<file path="src/rtl/mac_issue.sv">
`default_nettype none
// +----------------------------------------------------------------------------+
// | mac_issue: issues LDS/STS/MUL/MAC/CLRMAC commands to the multiply unit,    |
// |            serialising exec ops ahead of reads (WAIT interlock).           |
// | Option: MAC_ISSUE_MACW_PAIR_EN enforces MAC.W SEL=01 before SEL=10.        |
// | Rev 1.0                                                                    |
// +----------------------------------------------------------------------------+
module mac_issue (
  input  logic        CLK,
  input  logic        RST,
  input  logic        CE_R,
  input  logic        REQ_VALID,
  output logic        REQ_READY,
  input  logic [3:0]  REQ_OP,
  input  logic [1:0]  REQ_SEL,
  input  logic        REQ_SAT,
  input  logic [27:0] REQ_A,
  input  logic [31:0] REQ_D,
  output logic        RSP_VALID,
  output logic [31:0] RSP_DATA,
  output logic        ERR,
  output logic [1:0]  MAC_SEL,
  output logic [3:0]  MAC_OP,
  output logic        MAC_S,
  output logic        MAC_WE,
  output logic [27:0] MU_A,
  output logic [31:0] MU_WD,
  input  logic [31:0] MU_RD,
  input  logic        MU_BUSY
);

  localparam logic [1:0] c_ST_IDLE  = 2'd0;
  localparam logic [1:0] c_ST_ISSUE = 2'd1;
  localparam logic [1:0] c_ST_WAIT  = 2'd2;
  localparam logic [1:0] c_ST_READ  = 2'd3;

  localparam logic [3:0] c_OP_LDS    = 4'b0000;
  localparam logic [3:0] c_OP_LDSP   = 4'b1000;
  localparam logic [3:0] c_OP_MULU   = 4'b0110;
  localparam logic [3:0] c_OP_MULS   = 4'b0111;
  localparam logic [3:0] c_OP_MACW   = 4'b1011;
  localparam logic [3:0] c_OP_STS    = 4'b0100;
  localparam logic [3:0] c_OP_CLRMAC = 4'b1111;

  logic [1:0]  state_q, state_d;
  logic [1:0]  mac_sel_q, mac_sel_d;
  logic [3:0]  mac_op_q, mac_op_d;
  logic        mac_s_q, mac_s_d;
  logic [27:0] mu_a_q, mu_a_d;
  logic [31:0] mu_wd_q, mu_wd_d;
  logic [31:0] rsp_data_q, rsp_data_d;
  logic        rsp_valid_q, rsp_valid_d;
  logic        err_q, err_d;

  logic w_accept, w_adv, w_drop, w_known, w_need_sel, w_force_sel, w_is_sts;
  logic w_exec, w_pair_err;

  assign w_adv    = CE_R & ~MU_BUSY;
  assign w_accept = REQ_VALID & REQ_READY & CE_R;

  always_comb begin
    w_known     = 1'b0;
    w_need_sel  = 1'b0;
    w_force_sel = 1'b0;
    w_is_sts    = 1'b0;
    case (REQ_OP)
      c_OP_LDS, c_OP_LDSP, c_OP_MACW: begin
        w_known    = 1'b1;
        w_need_sel = 1'b1;
      end
      c_OP_STS: begin
        w_known    = 1'b1;
        w_need_sel = 1'b1;
        w_is_sts   = 1'b1;
      end
      c_OP_MULU, c_OP_MULS, c_OP_CLRMAC: begin
        w_known     = 1'b1;
        w_force_sel = 1'b1;
      end
      default: ;
    endcase
    w_drop = ~w_known | (w_need_sel & (REQ_SEL == 2'b00)) | w_pair_err;
  end

`ifdef MAC_ISSUE_MACW_PAIR_EN
  logic pair_q, pair_d;

  assign w_pair_err = (REQ_OP == c_OP_MACW) && (REQ_SEL == 2'b10) && !pair_q;

  always_comb begin
    pair_d = pair_q;
    if (w_accept && !w_drop && (REQ_OP == c_OP_MACW)) begin
      if (REQ_SEL == 2'b01)      pair_d = 1'b1;
      else if (REQ_SEL == 2'b10) pair_d = 1'b0;
    end
  end

  always_ff @(posedge CLK) begin
    if (RST) pair_q <= 1'b0;
    else     pair_q <= pair_d;
  end
`else
  assign w_pair_err = 1'b0;
`endif

  // Exec ops need one extra unit cycle to complete before the next request.
  assign w_exec = (mac_op_q == c_OP_MULU) || (mac_op_q == c_OP_MULS) ||
                  ((mac_op_q == c_OP_MACW) && (mac_sel_q == 2'b10));

  always_ff @(posedge CLK) begin
    if (RST) state_q <= c_ST_IDLE;
    else     state_q <= state_d;
  end

  always_comb begin
    state_d = state_q;
    case (state_q)
      c_ST_IDLE:  if (w_accept && !w_drop) state_d = w_is_sts ? c_ST_READ : c_ST_ISSUE;
      c_ST_ISSUE: if (w_adv) state_d = w_exec ? c_ST_WAIT : c_ST_IDLE;
      c_ST_WAIT:  if (w_adv) state_d = c_ST_IDLE;
      c_ST_READ:  if (w_adv) state_d = c_ST_IDLE;
      default:    state_d = c_ST_IDLE;
    endcase
  end

  always_comb begin
    REQ_READY = (state_q == c_ST_IDLE) && !MU_BUSY;
    MAC_WE    = (state_q == c_ST_ISSUE);
  end

  always_comb begin
    mac_sel_d   = mac_sel_q;
    mac_op_d    = mac_op_q;
    mac_s_d     = mac_s_q;
    mu_a_d      = mu_a_q;
    mu_wd_d     = mu_wd_q;
    rsp_data_d  = rsp_data_q;
    rsp_valid_d = 1'b0;
    err_d       = 1'b0;
    if (w_accept) begin
      if (w_drop) begin
        err_d = 1'b1;
      end else begin
        mac_op_d  = REQ_OP;
        mac_sel_d = w_force_sel ? 2'b11 : REQ_SEL;
        mac_s_d   = REQ_SAT;
        mu_a_d    = REQ_A;
        mu_wd_d   = REQ_D;
      end
    end
    if ((state_q == c_ST_READ) && w_adv) begin
      rsp_data_d  = MU_RD;
      rsp_valid_d = 1'b1;
    end
  end

  always_ff @(posedge CLK) begin
    if (RST) begin
      mac_sel_q   <= 2'b00;
      mac_op_q    <= 4'b0000;
      mac_s_q     <= 1'b0;
      mu_a_q      <= 28'd0;
      mu_wd_q     <= 32'd0;
      rsp_data_q  <= 32'd0;
      rsp_valid_q <= 1'b0;
      err_q       <= 1'b0;
    end else begin
      mac_sel_q   <= mac_sel_d;
      mac_op_q    <= mac_op_d;
      mac_s_q     <= mac_s_d;
      mu_a_q      <= mu_a_d;
      mu_wd_q     <= mu_wd_d;
      rsp_data_q  <= rsp_data_d;
      rsp_valid_q <= rsp_valid_d;
      err_q       <= err_d;
    end
  end

  assign MAC_SEL   = mac_sel_q;
  assign MAC_OP    = mac_op_q;
  assign MAC_S     = mac_s_q;
  assign MU_A      = mu_a_q;
  assign MU_WD     = mu_wd_q;
  assign RSP_DATA  = rsp_data_q;
  assign RSP_VALID = rsp_valid_q;
  assign ERR       = err_q;

endmodule
`default_nettype wire

</file>
<file path="config.mk">
export PLATFORM = sky130hd
export DESIGN_NAME = mac_issue
export DESIGN_NICKNAME = d
export VERILOG_FILES = /design/src/rtl/mac_issue.sv
export SDC_FILE = /design/constraint.sdc
export NUM_CORES = 1
export LEC_CHECK = 0
export ABC_AREA = 0
export CORE_ASPECT_RATIO = 0.75
export CORE_MARGIN = 3
export CORE_UTILIZATION = 41
export DETAILED_ROUTE_END_ITERATION = 8
export PLACE_DENSITY = 0.95
export SLEW_MARGIN = 20
export SYNTH_ARGS = -nofsm -noshare
export SYNTH_HDL_FRONTEND = slang
export SYNTH_SLANG_ARGS = --single-unit
</file>
<file path="constraint.sdc">
create_clock -name CLK -period 3.9 [get_ports CLK]
set_clock_uncertainty 0.2 [all_clocks]
set_input_delay 0.39 -clock CLK [delete_from_list [all_inputs] [get_ports CLK]]
set_output_delay 0.39 -clock CLK [all_outputs]
set_load 0.05 [all_outputs]
</file>
* Yosys cells after proc, flatten, opt, wreduce, memory -nomap -nowiden
Index checks and enable logic that the tools add are counted.
** Cells by class
- Bitwise gates (word level) :: 9
- Reductions and logical operators :: 18
- Muxes and demuxes :: 13
- Equal/unequal tests :: 16
** Operator list (count)
- == test 4 x 3 -> 1 bit, second input constant :: 5
- == test 4 bit, second input constant :: 4
- two-way mux 2 bit :: 6
- OR reduction 7 bit :: 1
- == test 2 bit, second input constant :: 3
- two-way mux 1 bit :: 6
- one-hot mux 2 bit (3 select lines) :: 1
- bitwise AND 1 bit :: 4
- logical AND 1 bit :: 4
- logical NOT 2 bit :: 2
- logical NOT 4 bit :: 1
- != test 2 x 1 -> 1 bit, second input constant :: 2
- inverter 1 bit :: 4
- OR reduction 2 bit :: 2
- OR reduction 4 bit :: 1
- AND reduction 3 bit :: 1
- OR reduction 3 bit :: 1
- == test 2 x 1 -> 1 bit, second input constant :: 1
- logical NOT 1 bit :: 2
- logical OR 1 bit :: 2
- != test 2 bit, second input constant :: 1
- AND reduction 2 bit :: 1
- OR 1 bit :: 1
** Storage, ports and cells
- Word-level logic and storage cells :: 65
- Output and inout port bits :: 103
- Input bits :: 104
- Register bits :: 103

* Logic depth before layout (Yosys ltp)
- Depth after elaboration :: 9
- Mapped depth :: 9
- Depth with buffers taken out :: 5

* Least setup slack after synthesis
OpenSTA, ideal clock, no wires.
- Kind :: reg2out
- Start point :: reg state_q[0]
- End point :: out REQ_READY
- Data required time :: 3.310 ns
- Data arrival time :: 1.543 ns
- Buffers on the path :: 1
- Stages on the path, launching flop included :: 3
- Slack :: 1.767 ns
- Path through :: dfxtp_1 clkbuf_1 nor3_1
** Between the ends
- Word-level cells in the longest chain between the ends :: 2
** RTL lines
- start, declared :: line 45 : logic [1:0] state_q, state_d;
- start signal, assigned :: line 111 : if (RST) state_q <= c_ST_IDLE;
- start signal, assigned :: line 112 : else state_q <= state_d;
- logical NOT 2 bit :: line 127 : REQ_READY = (state_q == c_ST_IDLE) && !MU_BUSY;
- logical AND 1 bit :: line 127
- end, declared :: line 13 : output logic REQ_READY,
No other way between the ends.

* Worst setup path after layout
- Start point :: in REQ_OP[1]
- End point :: reg mu_a_q[4], in the netlist MU_A[4]
** Between the ends
- Word-level cells in the longest chain between the ends :: 7
- Elaborated cells on any way between the ends :: 16
- Those cells by class :: eq/ne: 6; mux: 2; bitwise: 4; reduce/logical: 4
** RTL lines
- start, declared :: line 14 : input logic [3:0] REQ_OP,
- == test 4 x 3 -> 1 bit, or another cell as far along :: line 66 : case (REQ_OP)
- OR reduction 4 bit (no line) or OR reduction 7 bit (tied branches)
- two-way mux 1 bit :: line 66
- bitwise AND 1 bit or inverter 1 bit (tied branches) :: line 82 : w_drop = ~w_known | (w_need_sel & (REQ_SEL == 2'b00)) | w_pair_err;
- OR 1 bit (*) :: line 82
- inverter 1 bit (no line) (*)
- AND reduction 2 bit (no line) (*)
- end signal, assigned :: line 171 : mu_a_q <= mu_a_d;
- end, declared :: line 49 : logic [27:0] mu_a_q, mu_a_d;
Every way passes the cells marked *; elsewhere a longest branch is shown, timed or not.
A chain may end at the register's enable or synchronous reset.

==> results.toml <==
[timing]
hold_viol_final = 0
worst_slew_pin_slew_ns = 1.03
setup_ws_ns = 1.19
setup_viol = 0
period_share = 0.696
final.setup.tns_ns = 0
slew_violations = 0
rsz0062_at_grt = "no"
max_clock_freq_ghz = 0.368
period_needed_ns = 2.71
relSlewSlack = 0.314

[job]
drv_cap = 0

[yosys]
synth_mux_area_frac = 0
synth_area_mm2 = 0.00366
syn-num-nets = 569
synth.ff_latch_count = 103
synth.top_cell.area_share = 0.563
synth_top_family_by_area = "simple AND/OR/NAND/NOR gates"
async_flop_share = 0
synthAdderAreaFrac = 0
synth_edf_count = 0
synth.distinct_cells = 26
synthTopCellsByArea = "dfxtp_1 56%, nand2_1 20%, a21oi_1 14%, clkbuf_1 2.2%, buf_4 1.0%"
yosysTopAreaCell = "dfxtp_1"
syn-mean-instance-area_um2 = 7.88
synth_ff_type = "dfxtp_1"
netlist_instances = 465
synth_compound_area_frac = 0.161
synth-warning-count = 0
synth_xor_xnor_area_share = 0
ys_seq_area_frac = 0.563
yosys.area_share.simple = 0.230

[route]
ant_nets = 0
dr_wl_met3_um = 831
routed_via_density = 5.04
wl_per_cell_um = 15.5
dr.pass1.iters = 4
top_layer = "met4"
wirelength_met1_um = 4480
wirelength_um = 11900
wl_met2_um = 6190
num_vias = 3860
drc_errors = 0
drtIter0Drc = 237

[clocking]
cts_buffers = 9
cts_resized = 0
cts_tree = "yes"
cts-root-buf = "clkbuf_16"
cts.clk_slew.worst_paths_ns = 0.07
holdBufCountCts = 0
clock-sinks = 103
cts_max_path_buffers = 2
postCtsSetupRepairBufs = 0
clock_latency_ns = 0.33
htreeDepth = 3

[setup_path]
rr_worst_depth = 6
critPathTopFamily = "buffers and inverters"
critPathKind = "input pin to flip-flop"
cp_max_fo = 30
r2r_slack_ns = 1.67
worst-path-stages = 7
start_kind = "input pin"
cp-startpoint = "REQ_OP[1]"
cp_slowest_stage_delay_ns = 0.50
crit_path_end = "MU_A[4]"
worst_setup_path_end_kind = "flip-flop"
crit_arrival_ns = 2.77
timing.critical_path.buf_inv = 2
r2r_end = "MU_A[4]"
worstPathRequired_ns = 3.95
cp_slowest_cell = "o31a_2"
r2r_start = "state_q[0]"
path_cells = "clkdlybuf4s50_1 > or2_1 > nor3_1 > o31a_2 > buf_4 > nand2_1 > a21oi_1"

[global_route]
grt-ovfl-total = 0
grt_antenna_before_repair = 0
grt_pass1_wl_um = 18300
grt_pass1_vias = 3749
grt_max_degree = 104
grt.total_usage = 0.228

[power]
p_clk_frac = 0.412
max-vdd-ir-drop_uv = 316
switchingPower_uw = 518
p_comb_frac = 0.116
p_per_area_mw_per_mm2 = 376
leakagePower_uw = 0.00204
p_sw_frac = 0.227
p_int_uw = 1760
seqPwrFrac = 0.473

[finish]
layout-drive-gt1-share = 0.0365
fin_nets = 757
area_growth_pct = 65.4
diodes = 0
layout_commonest_cell = "clkdlybuf4s50_1"
layout_common_cells = "205 x clkdlybuf4s50_1, 195 x nand2_1, 103 x dfxtp_1, 100 x a21oi_1, 9 x clkbuf_16"

[hold_path]
min_path_type = "flip-flop to flip-flop"
hp-start = "MU_WD[22]"

[floorplanning]
io_pins = 207
die_y_um = 87.9
rows = 29
start_util = 0.428
chipWidth_um = 115
core-area_mm2 = 0.00856
dieArea_mm2 = 0.0101

[place]
hpwl_um = 8570
port_buffers = 206
preCtsSetupSlack_ns = 0.887
place.gp.congestion = 0.888

[outcome]
outcome = "completed"
cell type report:
type                       instances  area, µm²
clock buffer                      10        229
clock inverter                     6       83.8
fill                             650       2500
inverter                           2       7.51
multi-input combinational        326       1450
sequential                       103       2060
tap                              108        135
timing repair buffer             211       2100
worst min-delay path: stages, from the launching register on:
cell and delay [ns]:
dfxtp_1 0.31, nand2_1 0.05, a21oi_1 0.05
synthesized netlist by cell type, types with 2 or more instances:
master	instances
and3_1	2
a21oi_1	100
or2_1	2
buf_2	7
nor3_1	2
a211oi_1	3
nor4b_1	2
nor2b_1	2
buf_4	5
clkbuf_1	21
nand2_1	195
nor2_1	7
dfxtp_1	103
inv_1	2
worst min-delay path by stage:
stage               depth (start not counted)      endpoint  slack (ns)
floorplan                                   2     MAC_OP[0]        0.33
global route                                2     MU_WD[14]        0.27
CTS                                         2     MU_WD[14]        0.26
finish                                      2     MU_WD[22]        0.25
detailed placement                          2  RSP_DATA[14]        0.25
global placement                            2     MU_WD[17]        0.24
cell families after synthesis:
family | after synthesis
AOI/OAI and AO/OA | 111
buffers and inverters | 36
DFF | 103
and+or+nand+nor | 215
flip-flops by register name (all words and copies together) (netlist names):
signal	cells
ERR	1
MAC_OP	4
MAC_S	1
MAC_SEL	2
MU_A	28
MU_WD	32
RSP_DATA	32
RSP_VALID	1
state_q	2
power by group through the flow:
stage | Combinational, µW | Clock [µW] | Sequential [µW]
after CTS | 263 | 959 | 1080
final | 263 | 938 | 1080
after global placement | 256 | 0 | 1100
after floorplan | 58.5 | 0 | 1150
after global routing | 277 | 1000 | 1080
after detailed placement | 261 | 0 | 1100
per-stage QoR:
step | instances | util | total power, µW | cell area [µm²] | hold slack, ns
final | 766 | 0.708 | 2280 | 6060 | 0.253
after global routing | 766 | 0.708 | 2360 | 6060 | 0.265
after CTS | 766 | 0.708 | 2300 | 6060 | 0.255
after detailed placement | 750 | 0.671 | 1360 | 5750 | 0.247
after global placement | 750 | 0.671 | 1360 | 5750 | 0.241
after floorplan | 465 | - | 1210 | 3660 | 0.326
metal layers:
metal	vias to the layer above	track usage
met3	29	0.0642
met4	0	0.0949
met2	163	0.434
met5	-	0
met1	1787	0.236
li1	1881	-
No activity file was read; power rests on OpenSTA's default activity.
